===== src/rtl/pi_step_sequencer_pkg.sv =====
// Shared encodings and width helpers for the PI step sequencer.
package pi_step_sequencer_pkg;

    localparam logic [2:0] ST_IDLE   = 3'd0;
    localparam logic [2:0] ST_ISSUE  = 3'd1;
    localparam logic [2:0] ST_WAIT   = 3'd2;
    localparam logic [2:0] ST_COMMIT = 3'd3;
    localparam logic [2:0] ST_DONE   = 3'd4;

    function automatic int ch_idx_width(input int num_ch);
        ch_idx_width = (num_ch > 1) ? $clog2(num_ch) : 1;
    endfunction

    function automatic int wd_width(input int timeout);
        wd_width = $clog2(timeout + 1);
    endfunction

endpackage


===== src/rtl/pi_step_sequencer_if.sv =====
// Step-timer / PI-bank signal bundle; slave is the sequencer, master the surrounding logic.
interface pi_step_sequencer_if
    import pi_step_sequencer_pkg::*;
#(
    parameter int NUM_CH = 4
);
    logic              step_start;
    logic [NUM_CH-1:0] ch_enable;
    logic [NUM_CH-1:0] ch_ready;
    logic [NUM_CH-1:0] done_sig_in;
    logic [NUM_CH-1:0] sta;
    logic              control_valuation_sig;
    logic              step_done;
    logic              busy;
    logic              timeout_err;
    logic              overrun_err;

    modport slave (
        input  step_start, ch_enable, ch_ready, done_sig_in,
        output sta, control_valuation_sig, step_done, busy, timeout_err, overrun_err
    );

    modport master (
        output step_start, ch_enable, ch_ready, done_sig_in,
        input  sta, control_valuation_sig, step_done, busy, timeout_err, overrun_err
    );
endinterface


===== src/rtl/pi_step_sequencer_step_watchdog.sv =====
// Step watchdog: counts active cycles since clear and flags the cycle that reaches TIMEOUT.
module step_watchdog
    import pi_step_sequencer_pkg::*;
#(
    parameter int TIMEOUT = 64,
    parameter int WD_W    = 7
) (
    input  logic clk,
    input  logic rst,
    input  logic clear,
    input  logic enable,
    output logic expire
);
    localparam logic [WD_W-1:0] LIMIT = WD_W'(TIMEOUT - 1);

    logic [WD_W-1:0] cnt_r;

    // Active-cycle counter, held once the limit is reached
    always_ff @(posedge clk or negedge rst) begin
        if (!rst) begin
            cnt_r <= {WD_W{1'b0}};
        end else if (clear) begin
            cnt_r <= {WD_W{1'b0}};
        end else if (enable && (cnt_r != LIMIT)) begin
            cnt_r <= cnt_r + WD_W'(1);
        end else begin
            cnt_r <= cnt_r;
        end
    end

    assign expire = enable && (cnt_r == LIMIT);

endmodule


===== src/rtl/pi_step_sequencer.sv =====
// Sequences one step over NUM_CH PI integrators: ordered sta issue, done collection,
// broadcast commit, then step completion.
module pi_step_sequencer
    import pi_step_sequencer_pkg::*;
#(
    parameter int NUM_CH    = 4,
    parameter int ISSUE_GAP = 0,
    parameter int TIMEOUT   = 64
) (
    input  logic                 clk,
    input  logic                 rst,
    pi_step_sequencer_if.slave   bus
);
    localparam int CH_IDX_W = ch_idx_width(NUM_CH);
    localparam int WD_W     = wd_width(TIMEOUT);
    localparam int GAP_W    = (ISSUE_GAP > 0) ? $clog2(ISSUE_GAP + 1) : 1;
    localparam logic [CH_IDX_W-1:0] LAST_IDX = CH_IDX_W'(NUM_CH - 1);
    localparam logic [GAP_W-1:0]    GAP_LOAD = GAP_W'(ISSUE_GAP);

    logic [2:0]          state_r, nxt_state_s;
    logic [CH_IDX_W-1:0] idx_r, nxt_idx_s;
    logic [GAP_W-1:0]    gap_r, nxt_gap_s;
    logic [NUM_CH-1:0]   en_r, nxt_en_s, pend_r, nxt_pend_s, done_r, nxt_done_s;
    logic [NUM_CH-1:0]   sta_r, nxt_sta_s;
    logic                commit_r, step_done_r, busy_r, timeout_r, overrun_r;
    logic                nxt_timeout_s, nxt_overrun_s, wd_clear_s, wd_run_s, wd_expire_s;

    // Issue evaluation: at acceptance channel 0 is judged against the fresh enable mask
    logic                accept_s, fire_s, advance_s;
    logic [NUM_CH-1:0]   eval_en_s, fire_mask_s, capture_s;
    logic [CH_IDX_W-1:0] eval_idx_s, adv_idx_s;

    assign accept_s    = (state_r == ST_IDLE) && bus.step_start;
    assign eval_en_s   = accept_s ? bus.ch_enable : en_r;
    assign eval_idx_s  = accept_s ? {CH_IDX_W{1'b0}} : idx_r;
    assign fire_s      = eval_en_s[eval_idx_s] && bus.ch_ready[eval_idx_s];
    assign advance_s   = !eval_en_s[eval_idx_s] || bus.ch_ready[eval_idx_s];
    assign fire_mask_s = fire_s ? (NUM_CH'(1'b1) << eval_idx_s) : {NUM_CH{1'b0}};
    assign adv_idx_s   = (eval_idx_s == LAST_IDX) ? {CH_IDX_W{1'b0}} : eval_idx_s + CH_IDX_W'(1);
    // A done in the same cycle as its own sta is not a real completion
    assign capture_s   = pend_r & ~sta_r & bus.done_sig_in;
    assign wd_run_s    = (state_r == ST_ISSUE) || (state_r == ST_WAIT);

    step_watchdog #(.TIMEOUT(TIMEOUT), .WD_W(WD_W)) u_wd (
        .clk    (clk),
        .rst    (rst),
        .clear  (wd_clear_s),
        .enable (wd_run_s),
        .expire (wd_expire_s)
    );

    // Next-state and next-output logic
    always_comb begin
        nxt_state_s   = state_r;
        nxt_idx_s     = idx_r;
        nxt_gap_s     = gap_r;
        nxt_en_s      = en_r;
        nxt_pend_s    = pend_r;
        nxt_done_s    = done_r;
        nxt_sta_s     = {NUM_CH{1'b0}};
        nxt_timeout_s = timeout_r;
        nxt_overrun_s = overrun_r | (bus.step_start && (state_r != ST_IDLE));
        wd_clear_s    = 1'b0;
        case (state_r)
            ST_IDLE: begin
                if (bus.step_start) begin
                    nxt_en_s      = bus.ch_enable;
                    nxt_done_s    = {NUM_CH{1'b0}};
                    nxt_timeout_s = 1'b0;
                    wd_clear_s    = 1'b1;
                    nxt_pend_s    = fire_mask_s;
                    nxt_sta_s     = fire_mask_s;
                    nxt_gap_s     = fire_s ? GAP_LOAD : {GAP_W{1'b0}};
                    nxt_idx_s     = advance_s ? adv_idx_s : eval_idx_s;
                    nxt_state_s   = (advance_s && (eval_idx_s == LAST_IDX)) ? ST_WAIT : ST_ISSUE;
                end else begin
                    nxt_state_s   = ST_IDLE;
                end
            end
            ST_ISSUE: begin
                nxt_done_s = done_r | capture_s;
                if (wd_expire_s) begin
                    nxt_timeout_s = 1'b1;
                    nxt_state_s   = ST_DONE;
                end else if (gap_r != {GAP_W{1'b0}}) begin
                    nxt_gap_s     = gap_r - GAP_W'(1);
                end else begin
                    nxt_pend_s    = pend_r | fire_mask_s;
                    nxt_sta_s     = fire_mask_s;
                    nxt_gap_s     = fire_s ? GAP_LOAD : {GAP_W{1'b0}};
                    nxt_idx_s     = advance_s ? adv_idx_s : eval_idx_s;
                    nxt_state_s   = (advance_s && (eval_idx_s == LAST_IDX)) ? ST_WAIT : ST_ISSUE;
                end
            end
            ST_WAIT: begin
                nxt_done_s = done_r | capture_s;
                if (wd_expire_s) begin
                    nxt_timeout_s = 1'b1;
                    nxt_state_s   = ST_DONE;
                end else if (pend_r == {NUM_CH{1'b0}}) begin
                    nxt_state_s   = ST_DONE;
                end else if ((done_r | capture_s) == pend_r) begin
                    nxt_state_s   = ST_COMMIT;
                end else begin
                    nxt_state_s   = ST_WAIT;
                end
            end
            ST_COMMIT: nxt_state_s = ST_DONE;
            ST_DONE:   nxt_state_s = ST_IDLE;
            default:   nxt_state_s = ST_IDLE;
        endcase
    end

    // State, masks and registered outputs
    always_ff @(posedge clk or negedge rst) begin
        if (!rst) begin
            state_r     <= ST_IDLE;
            idx_r       <= {CH_IDX_W{1'b0}};
            gap_r       <= {GAP_W{1'b0}};
            en_r        <= {NUM_CH{1'b0}};
            pend_r      <= {NUM_CH{1'b0}};
            done_r      <= {NUM_CH{1'b0}};
            sta_r       <= {NUM_CH{1'b0}};
            commit_r    <= 1'b0;
            step_done_r <= 1'b0;
            busy_r      <= 1'b0;
            timeout_r   <= 1'b0;
            overrun_r   <= 1'b0;
        end else begin
            state_r     <= nxt_state_s;
            idx_r       <= nxt_idx_s;
            gap_r       <= nxt_gap_s;
            en_r        <= nxt_en_s;
            pend_r      <= nxt_pend_s;
            done_r      <= nxt_done_s;
            sta_r       <= nxt_sta_s;
            commit_r    <= (nxt_state_s == ST_COMMIT);
            step_done_r <= (nxt_state_s == ST_DONE);
            busy_r      <= (nxt_state_s != ST_IDLE);
            timeout_r   <= nxt_timeout_s;
            overrun_r   <= nxt_overrun_s;
        end
    end

    assign bus.sta                   = sta_r;
    assign bus.control_valuation_sig = commit_r;
    assign bus.step_done             = step_done_r;
    assign bus.busy                  = busy_r;
    assign bus.timeout_err           = timeout_r;
    assign bus.overrun_err           = overrun_r;

endmodule


===== src/flat_wrapper.sv =====
// flat-port wrapper written by rule: the top's interface ports become plain ports
module pi_step_sequencer_flat import pi_step_sequencer_pkg::*;
#(
    parameter int NUM_CH    = 4,
    parameter int ISSUE_GAP = 0,
    parameter int TIMEOUT   = 64
)
  (clk, rst, bus_step_start, bus_ch_enable, bus_ch_ready, bus_done_sig_in, bus_sta, bus_control_valuation_sig, bus_step_done, bus_busy, bus_timeout_err, bus_overrun_err);
  pi_step_sequencer_if #(.NUM_CH(NUM_CH)) bus_i ();
  input  logic clk;
  input  logic rst;
  input wire logic [$bits(bus_i.step_start)-1:0] bus_step_start;
  input wire logic [$bits(bus_i.ch_enable)-1:0] bus_ch_enable;
  input wire logic [$bits(bus_i.ch_ready)-1:0] bus_ch_ready;
  input wire logic [$bits(bus_i.done_sig_in)-1:0] bus_done_sig_in;
  output wire logic [$bits(bus_i.sta)-1:0] bus_sta;
  output wire logic [$bits(bus_i.control_valuation_sig)-1:0] bus_control_valuation_sig;
  output wire logic [$bits(bus_i.step_done)-1:0] bus_step_done;
  output wire logic [$bits(bus_i.busy)-1:0] bus_busy;
  output wire logic [$bits(bus_i.timeout_err)-1:0] bus_timeout_err;
  output wire logic [$bits(bus_i.overrun_err)-1:0] bus_overrun_err;
  assign bus_i.step_start = bus_step_start;
  assign bus_i.ch_enable = bus_ch_enable;
  assign bus_i.ch_ready = bus_ch_ready;
  assign bus_i.done_sig_in = bus_done_sig_in;
  assign bus_sta = bus_i.sta;
  assign bus_control_valuation_sig = bus_i.control_valuation_sig;
  assign bus_step_done = bus_i.step_done;
  assign bus_busy = bus_i.busy;
  assign bus_timeout_err = bus_i.timeout_err;
  assign bus_overrun_err = bus_i.overrun_err;
  pi_step_sequencer #(.NUM_CH(NUM_CH), .ISSUE_GAP(ISSUE_GAP), .TIMEOUT(TIMEOUT)) u_core (.clk(clk), .rst(rst), .bus(bus_i));
endmodule

===== config.mk =====
export PLATFORM = sky130hd
export DESIGN_NAME = pi_step_sequencer_flat
export DESIGN_NICKNAME = d
export VERILOG_FILES = /design/src/rtl/pi_step_sequencer_pkg.sv /design/src/rtl/pi_step_sequencer_if.sv /design/src/rtl/pi_step_sequencer_step_watchdog.sv /design/src/rtl/pi_step_sequencer.sv /design/src/flat_wrapper.sv
export SDC_FILE = /design/constraint.sdc
export NUM_CORES = 1
export LEC_CHECK = 0
export BUFFER_PORTS_ARGS = -buffer_cell sky130_fd_sc_hd__buf_2
export CORE_MARGIN = 1.5
export CORE_UTILIZATION = 57
export DETAILED_ROUTE_END_ITERATION = 8
export PLACE_DENSITY_LB_ADDON = 0.1
export RECOVER_POWER = 100
export SYNTH_ARGS = -nofsm -noshare
export SYNTH_HDL_FRONTEND = slang
export SYNTH_HIERARCHICAL = 1
export SYNTH_SLANG_ARGS = --single-unit

===== constraint.sdc =====
create_clock -name clk -period 2.9 [get_ports clk]
set_clock_uncertainty 0.2 [all_clocks]
set_input_delay 0.29 -clock clk [delete_from_list [all_inputs] [get_ports clk]]
set_output_delay 0.29 -clock clk [all_outputs]
set_load 0.05 [all_outputs]

==> metrics list, run 1 <==
* Cell row count: 20
- Switching power share of the total: 44.3%
- Die Footprint: between 0.003 and 0.004 mm^2
* Number of enable flip-flop cells after synthesis: 0
- In this run the static leakage power is 0.937 nW.
* Wirelength per Cell: 14.6 um
- Entering global routing, the biggest net connects 34 pins.
* Cell depth of the worst flop-to-flop path: 6
- The final critical path takes up ~94% of the cycle.
* Clock slew seen by the registers of the worst setup and hold paths: ~0.1 ns
* Port bufs: 23
* Layout overhead on the synthesized area: 11.8%
* Via count of the first global-routing pass: between 1000 and 1500
* Number of antenna repair diodes: 0
* Maximum clock frequency: ~0.37 GHz
- Total negative slack for setup checks: 0 ns
- Among all flip-flop cells after synthesis, the most frequent one is sky130_fd_sc_hd__dfrtp_1.
- Initial antenna violation count: 0
- The tool flagged a number of max-cap violations equal to 1.
- Layout cell share with drive strength beyond 1: approximately 15%
- Layout net count: 235
- Category of the worst setup path capture point: flop
- By area the synthesized netlist is led by sky130_fd_sc_hd__dfrtp_1, sky130_fd_sc_hd__nand2_1, sky130_fd_sc_hd__nand2b_1.
- Final worst path period need: roughly 2.7 ns
* Worst slew margin relative to its limit: -13.1%
- For this design, the sink count on the clock tree is 33.
* Destination of the critical timing path: u_core/bus.sta[0]
- The total area inside the core boundary comes to between 0.003 and 0.004 mm^2.
- In this run the post-CTS setup repair buffer count came out at 0.
* Number of detailed-routing iterations run before antenna repair: 4
- Post-route design area: ~0.0021 mm^2
- Once detail routing completed, the nets flagged for antenna violations numbered 0.
* Placed cell areas: between 0.002 and 0.0025 mm^2
- Setup crit start: u_core/state_r[0]
- Final Slew Violations: 34
- In this run the critical register-to-register path is launched from u_core/state_r[0].
- H-tree depth: 2
- Peak ir drop on the vdd network: approximately 0.64 mV
- For the worst setup path, the data required time is between 2 and 3 ns.
- Fraction of the yosys area taken by sequential cells: a little over two fifths
- Cell type with the highest aggregate area in the netlist: sky130_fd_sc_hd__dfrtp_1
* Net Sw Power: 1.01 mW
- The synthesized design contains 33 register bits.
- Internal reg-to-reg setup slack: 0.16 ns
- In the final layout, flip-flops and latches occupy ~830 um^2.
- First DRT Iteration DRCs: 67
- CP Launch Type: flop
- Clock share of power: between 10% and 20%
- A synthesized cell averages between 10 and 15 um^2.
- At the pin with the least slew margin, the transition time is roughly 1.7 ns.
- Combinational cells account for ~50% of the total power.
* Commonest cells after routing, fill and taps aside: sky130_fd_sc_hd__dfrtp_1, sky130_fd_sc_hd__nand2_1, sky130_fd_sc_hd__buf_2, sky130_fd_sc_hd__a21oi_1, sky130_fd_sc_hd__clkbuf_1
- Endpoint of the worst-slack reg-to-reg timing path: u_core/bus.sta[0]
* Routed Wire Length: between 3000 and 4000 um
- After synthesis, the share of flip-flops with an asynchronous set or reset is 100%.
- Final hold analysis gives a worst-case slack of approximately 0.063 ns.
- Setup violations remaining at the end of the flow were counted as 0.
- PwrDens: ~1100 mW/mm^2
- Unrepaired setup endpoints after global routing: false
- Clk_lat worst skew: about 0.34 ns
- During synthesis, Yosys emitted a total of 6 warnings.
* Internal Dissipation: about 1.3 mW
* Overflow left after global routing: 0
- Synthesis produced approximately 190 cells.
* Total DRC errors in the routed layout: 0
* Total clock buffers created by CTS: 5
* Count of vias placed by the detailed router: 1527
- The final reports fail on max-capacitance violations, max-slew violations.
- Global routing used 23.7% of the available tracks.
* Top cell type's share of synthesized area: between 40% and 50%
- CTS tree: yes
- Effective utilization at floorplan: just over 60%
* Hold Path Class: in2reg
- Final HPWL from detailed placement: 2720 um
- Die boundary width: between 60 and 70 um
- The worst setup path is of the reg2reg kind.
- 24 I/O pins were placed.
- Share of total power in sequential cells: approximately 35%
- At the worst endpoint, the arrival time is roughly 2.8 ns.
* Layout filler cell count: 287
- In this run the worst path has a maximum fanout of 18.
- Commonest non-fill, non-tap cell in the layout: sky130_fd_sc_hd__dfrtp_1
- The number of nets in the synthesized netlist is 207.
- The multi-input combinational cells in the finished layout cover a total of around 950 um^2.
- The clock passes through at most 2 buffers.
- Wire length of the first global-routing pass: about 6400 um
- The run finished, with violations left.
- Post-synth design cell area: 0.00189 mm^2
* Number of unique standard cell types used by synthesis: 55
- From bottom edge to top edge, the die measures 60.6 um.
- Last weighted congestion value of the routability-driven placer: 0.891
- Final hold violations: 0
- After detailed routing, the number of vias per cell comes to between 5 and 6.
- The root buffer cell chosen for the clock tree is sky130_fd_sc_hd__clkbuf_4.
[power by group through the flow]
stage | logic (mW) | registers (mW) | clock network [mW]
after floorplan | 0.873 | 0.834 | 0
after global placement | 1.13 | 0.783 | 0
after detailed placement | 1.16 | 0.793 | 0
after CTS | 1.17 | 0.785 | 0.368
after global routing | 1.26 | 0.819 | 0.387
final | 1.13 | 0.790 | 0.362
[flip-flops by register name, summed over array words and instances (netlist names)]
| signal | flops |
|---|---|
| u_core/u_wd/cnt_r | 7 |
| u_core/bus.timeout_err | 1 |
| u_core/bus.sta | 4 |
| u_core/en_r | 4 |
| u_core/idx_r | 2 |
| u_core/state_r | 3 |
| u_core/done_r | 4 |
| u_core/pend_r | 4 |
| u_core/bus.overrun_err | 1 |
| u_core/bus.control_valuation_sig | 1 |
| u_core/bus.busy | 1 |
| u_core/bus.step_done | 1 |
[kinds of logic (layout without fill, tap and decap cells)]
logic type	Yosys count	after routing	synth area share [%]
AO/OA/AOI/OAI	59	59	23.4
XOR/XNOR	1	1	0.463
adder cells (fa/ha/maj)	5	5	3.30
buffers and inverters	17	46	5.29
flip-flops	33	33	43.6
multiplexers	3	3	1.92
AND/OR/NAND/NOR	69	69	22.0
[final cells by class]
cell class                      count  share of cell area, %
Multi-Input combinational cell    137                   44.9
Clock inverter                      1                   1.42
Sequential cell                    33                   39.0
Inverter                            9                   2.19
Timing Repair Buffer               29                   7.27
Clock buffer                        7                   2.60
Tap cell                           44                   2.60
[through the flow]
step | setup WS [ns] | total power [mW] | std cells | util (%)
after detailed placement | 0.324 | 1.95 | 248 | 65.2
after global routing | 0.0523 | 2.47 | 260 | 68.2
after global placement | 0.442 | 1.91 | 248 | 65.2
final | 0.161 | 2.28 | 260 | 68.2
after CTS | 0.312 | 2.33 | 260 | 69.3
after floorplan | 0.472 | 1.71 | 187 | -
[worst min-delay path by stage]
stage | startpoint | endpoint | slack (ns) | depth (start not counted)
finish | bus_step_start | u_core/bus.overrun_err | 0.06 | 3
global route | bus_step_start | u_core/bus.overrun_err | 0.08 | 3
CTS | bus_step_start | u_core/bus.overrun_err | 0.05 | 3
detailed placement | rst | u_core/bus.step_done | 0.18 | 1
global placement | rst | u_core/bus.sta[0] | 0.17 | 1
floorplan | rst | u_core/bus.busy | -0.21 | 0
[worst max-delay path, stage by stage (launching register included)]
cell and delay (ns):
sky130_fd_sc_hd__dfrtp_1 0.45, sky130_fd_sc_hd__or4b_1 0.61, sky130_fd_sc_hd__clkbuf_1 0.40, sky130_fd_sc_hd__clkinv_8 0.22
sky130_fd_sc_hd__and2_0 0.32, sky130_fd_sc_hd__o21ai_1 0.20, sky130_fd_sc_hd__a21oi_1 0.24
[repair_timing]
item                                   4_1_cts  5_1_grt
gates resized for setup                      0        0
hold buffers                                 4        0
endpoints found under the hold margin       36        0
[metal layers]
metal | global-route usage [%] | vias to the layer above | share of wire [%]
met5 | 0 | - | 0
met4 | 8.39 | 0 | 1.4
met3 | 5.12 | 7 | 4.5
met2 | 39.0 | 35 | 47
met1 | 31.0 | 743 | 48
li1 | - | 742 | -
[synthesized netlist by cell type (all sizes together), types with 2 or more instances]
cell type,instances
a21o,2
a21oi,13
a31oi,3
and2,4
and3,2
buf,3
clkbuf,5
dfrtp,33
ha,5
inv,8
mux2,2
nand2,22
nand2b,11
nand3,2
nand3b,3
nand4,2
nor2,4
nor2b,8
nor4,2
o2111ai,6
o211a,2
o211ai,3
o21ai,12
o21bai,3
o221ai,2
o31ai,3
o32a,2
Note: power is estimated with default switching activity, not from simulation.
==> inputs of run 2 (changes only) <==
- PLACE_DENSITY: not set -> 0.79
- PLACE_DENSITY_LB_ADDON: 0.1 -> not set
==> run 2 against run 1 <==
Effect of this change:
- combinational power barely moved
- the flow still finishes with violations (max-capacitance violations, max-slew violations)
- count of clock-buffer cells in the layout stayed put
- clock power down 28%
- die area is the same
- non-clock buffer count stayed put
- power decreased by 4.0%
- final cell count down 0.38%
- via count decreased by 0.46%
==> metrics list, run 2 (synthesized netlist as in run 1, its figures left out) <==
- The met3 capacity usage during global routing is 5.12% (unchanged).
- Layout net count: 235 (unchanged)
* Final setup margin: 0.248 ns (+0.0863 ns)
- Final worst path period need: 2.65 ns (-0.0863 ns)
- The setup slack after placement is 0.355 ns (+0.0317 ns).
- CTS tree: yes
* Category of the worst setup path capture point: flop
- The starting density of the core is 61.0% (unchanged).
* Number of resized instances in the post-cts repair step: 0 (unchanged)
* Via count of the first global-routing pass: 1489 (+5.1%)
* CP Launch Type: flop
- The library cell used most frequently in the layout, excluding fill and tap cells, is sky130_fd_sc_hd__dfrtp_1.
- Die Footprint: 0.00368 mm^2 (unchanged)
* Layout cell share with drive strength beyond 1: 15.3% (+0.53 points)
- Die boundary width: 60.6 um (unchanged)
* Clk_lat worst skew: 0.33 ns (about the same)
* Layout filler cell count: 272 (-5.2%)
- The clock sink count came to 33 (unchanged).
* Max FFs per register: 7 (unchanged)
- The initial DRC count is 82 (+22%).
- The number of pins exceeding their max-slew limit in the final report is 34 (unchanged).
* Final core utilization: 67.7% (-0.52 points)
- The total overflow reported by the global router was 0 (unchanged).
- The placeable core region is 0.00310 mm^2 (unchanged).
* Transition at the pin with the smallest max-transition slack: 1.72 ns (+0.0224 ns)
- Setup repair after global routing left no endpoint under its margin.
* Number of endpoints failing setup at the final stage: 0 (unchanged)
* Total GRT Usage: 24.1% (+0.40 points)
- The number of setup buffers added after CTS came to 0 (unchanged).
- Count of pins on the block boundary: 24 (unchanged)
- Maximum fanout count along the critical path: 13 (-5)
- The post-detailed-route via-to-cell ratio was 5.87 (about the same).
- Met2 track demand over resource: 39.9% (+0.92 points)
- Last weighted congestion value of the routability-driven placer: 0.852 (-4.3%)
- The worst ir drop on vdd was 0.568 mV (-11%).
* Wire length of the first global-routing pass: 6530 um (+1.3%)
* Hold Path Class: in2reg
- The number of antenna violations at the first check in global routing was 0 (unchanged).
- Total clock buffers created by CTS: 5 (unchanged)
* Worst Setup Path Type: reg2reg
- Number of antenna repair diodes: 0 (unchanged)
* Status: finished with violations
- Max cap viols: 1 (unchanged)
* Cell row count: 20 (unchanged)
- Portion of the clock cycle consumed by the worst path in the final layout: 91.5% (-3.0 points)
* Violated checks: max-capacitance violations, max-slew violations
- Routed Wire Length: 3890 um (+2.4%)
- Root buffer cell: sky130_fd_sc_hd__clkbuf_4
* Wirelength per Cell: 15.0 um (+2.8%)
- The worst relative slew slack came to -14.6% (-1.5 points).
- Pin count of the biggest net entering global routing: 34 (unchanged)
* Final HPWL from detailed placement: 2840 um (+4.3%)
- Biggest register: u_core/u_wd/cnt_r
* WP data arrival: 2.68 ns (-0.11 ns)
- The fmax is 0.377 GHz (+3.3%).
* PwrDens: 1040 mW/mm^2 (-3.3%)
- The depth of the CTS H-tree is 2 (unchanged).
- Commonest cells after routing, fill and taps aside: sky130_fd_sc_hd__dfrtp_1, sky130_fd_sc_hd__nand2_1, sky130_fd_sc_hd__buf_2, sky130_fd_sc_hd__a21oi_1, sky130_fd_sc_hd__clkbuf_1
- Most used routing layer in global routing: met2
- The total via count after detailed routing is 1520 (-0.46%).
* Number of detailed-routing iterations run before antenna repair: 4 (unchanged)
- The routing usage on met1 is 31.2% (+0.14 points).
- Post-DRT Antenna Nets: 0 (unchanged)
* Max clock buf depth: 2 (unchanged)
- The number of buffers added on ports came to 23 (unchanged).
* Final hold violations: 0 (unchanged)
- The remaining design rule violation count was 0 (unchanged).
- Layout overhead on the synthesized area: 10.9%
* Total negative slack for setup checks: 0 ns (unchanged)
* Crit path required time: 2.92 ns (-0.03 ns)
* Clock slew seen by the registers of the worst setup and hold paths: 0.10 ns (about the same)
- The height of the die was 60.6 um (unchanged).
- The total leakage power was 0.926 nW (-1.2%).
==> run 2: layer usage <==
layer / wire length (um) / part of all wire, %
met4: 46 / 1.2
met2: 1920 / 49
met1: 1740 / 45
met3: 178 / 4.6
met5: 0 / 0
==> run 2: cell type report <==
class / instances / area [um^2] / area share [%]
multi-input cells: 137 / 963 / 45.9
flip-flops and latches: 33 / 826 / 39.3
repair buffers: 29 / 154 / 7.33
clock buffers: 7 / 55.1 / 2.62
well taps: 44 / 55.1 / 2.62
inverters: 9 / 46.3 / 2.21
==> run 2: what timing repair did <==
item	CTS	global route
hold buffers	4	0
setup endpoints to repair	0	0
endpoints found under the hold margin	36	0
==> run 2: critical path: stages, from the launching register on <==
cell and delay [ns]:
sky130_fd_sc_hd__dfrtp_1 0.45, sky130_fd_sc_hd__xor2_1 0.17, sky130_fd_sc_hd__nand2b_1 0.14, sky130_fd_sc_hd__inv_1 0.15, sky130_fd_sc_hd__and2_0 0.27, sky130_fd_sc_hd__nand3_1 0.14, sky130_fd_sc_hd__nor2_1 0.30, sky130_fd_sc_hd__or2b_1 0.17
sky130_fd_sc_hd__a21oi_1 0.06, sky130_fd_sc_hd__buf_4 0.17, sky130_fd_sc_hd__or3_1 0.30
==> run 2: path summary, 6_finish.rpt <==
check / to / cells past startpoint / start / slack, ns
worst min register to register: u_core/bus.overrun_err / 1 / u_core/bus.overrun_err / 0.28
worst max-delay path: u_core/bus.busy / 10 / u_core/state_r[0] / 0.25
min in group asynchronous: u_core/idx_r[0] / 2 / rst / 0.75
max in group asynchronous: u_core/u_wd/cnt_r[6] / 2 / rst / 0.77
worst min-delay path: u_core/bus.overrun_err / 3 / bus_step_start / 0.04
worst max register to register: u_core/bus.busy / 10 / u_core/state_r[0] / 0.25
==> run 2: where the power goes <==
group | switching [mW] | internal (mW) | leakage [nW]
Combinational | 0.685 | 0.450 | 0.484
Sequential | 0.173 | 0.619 | 0.411
Clock | 0.147 | 0.114 | 0.0314
==> run 2: stage by stage <==
step,hold slack [ns],power [mW],area (um^2),instances
floorplan,-0.206,1.71,1890,187
CTS,0.0316,2.23,2120,259
detailed placement,0.180,1.96,2020,248
global route,0.0648,2.37,2100,259
finish,0.0401,2.19,2100,259
global placement,0.166,1.90,2020,248
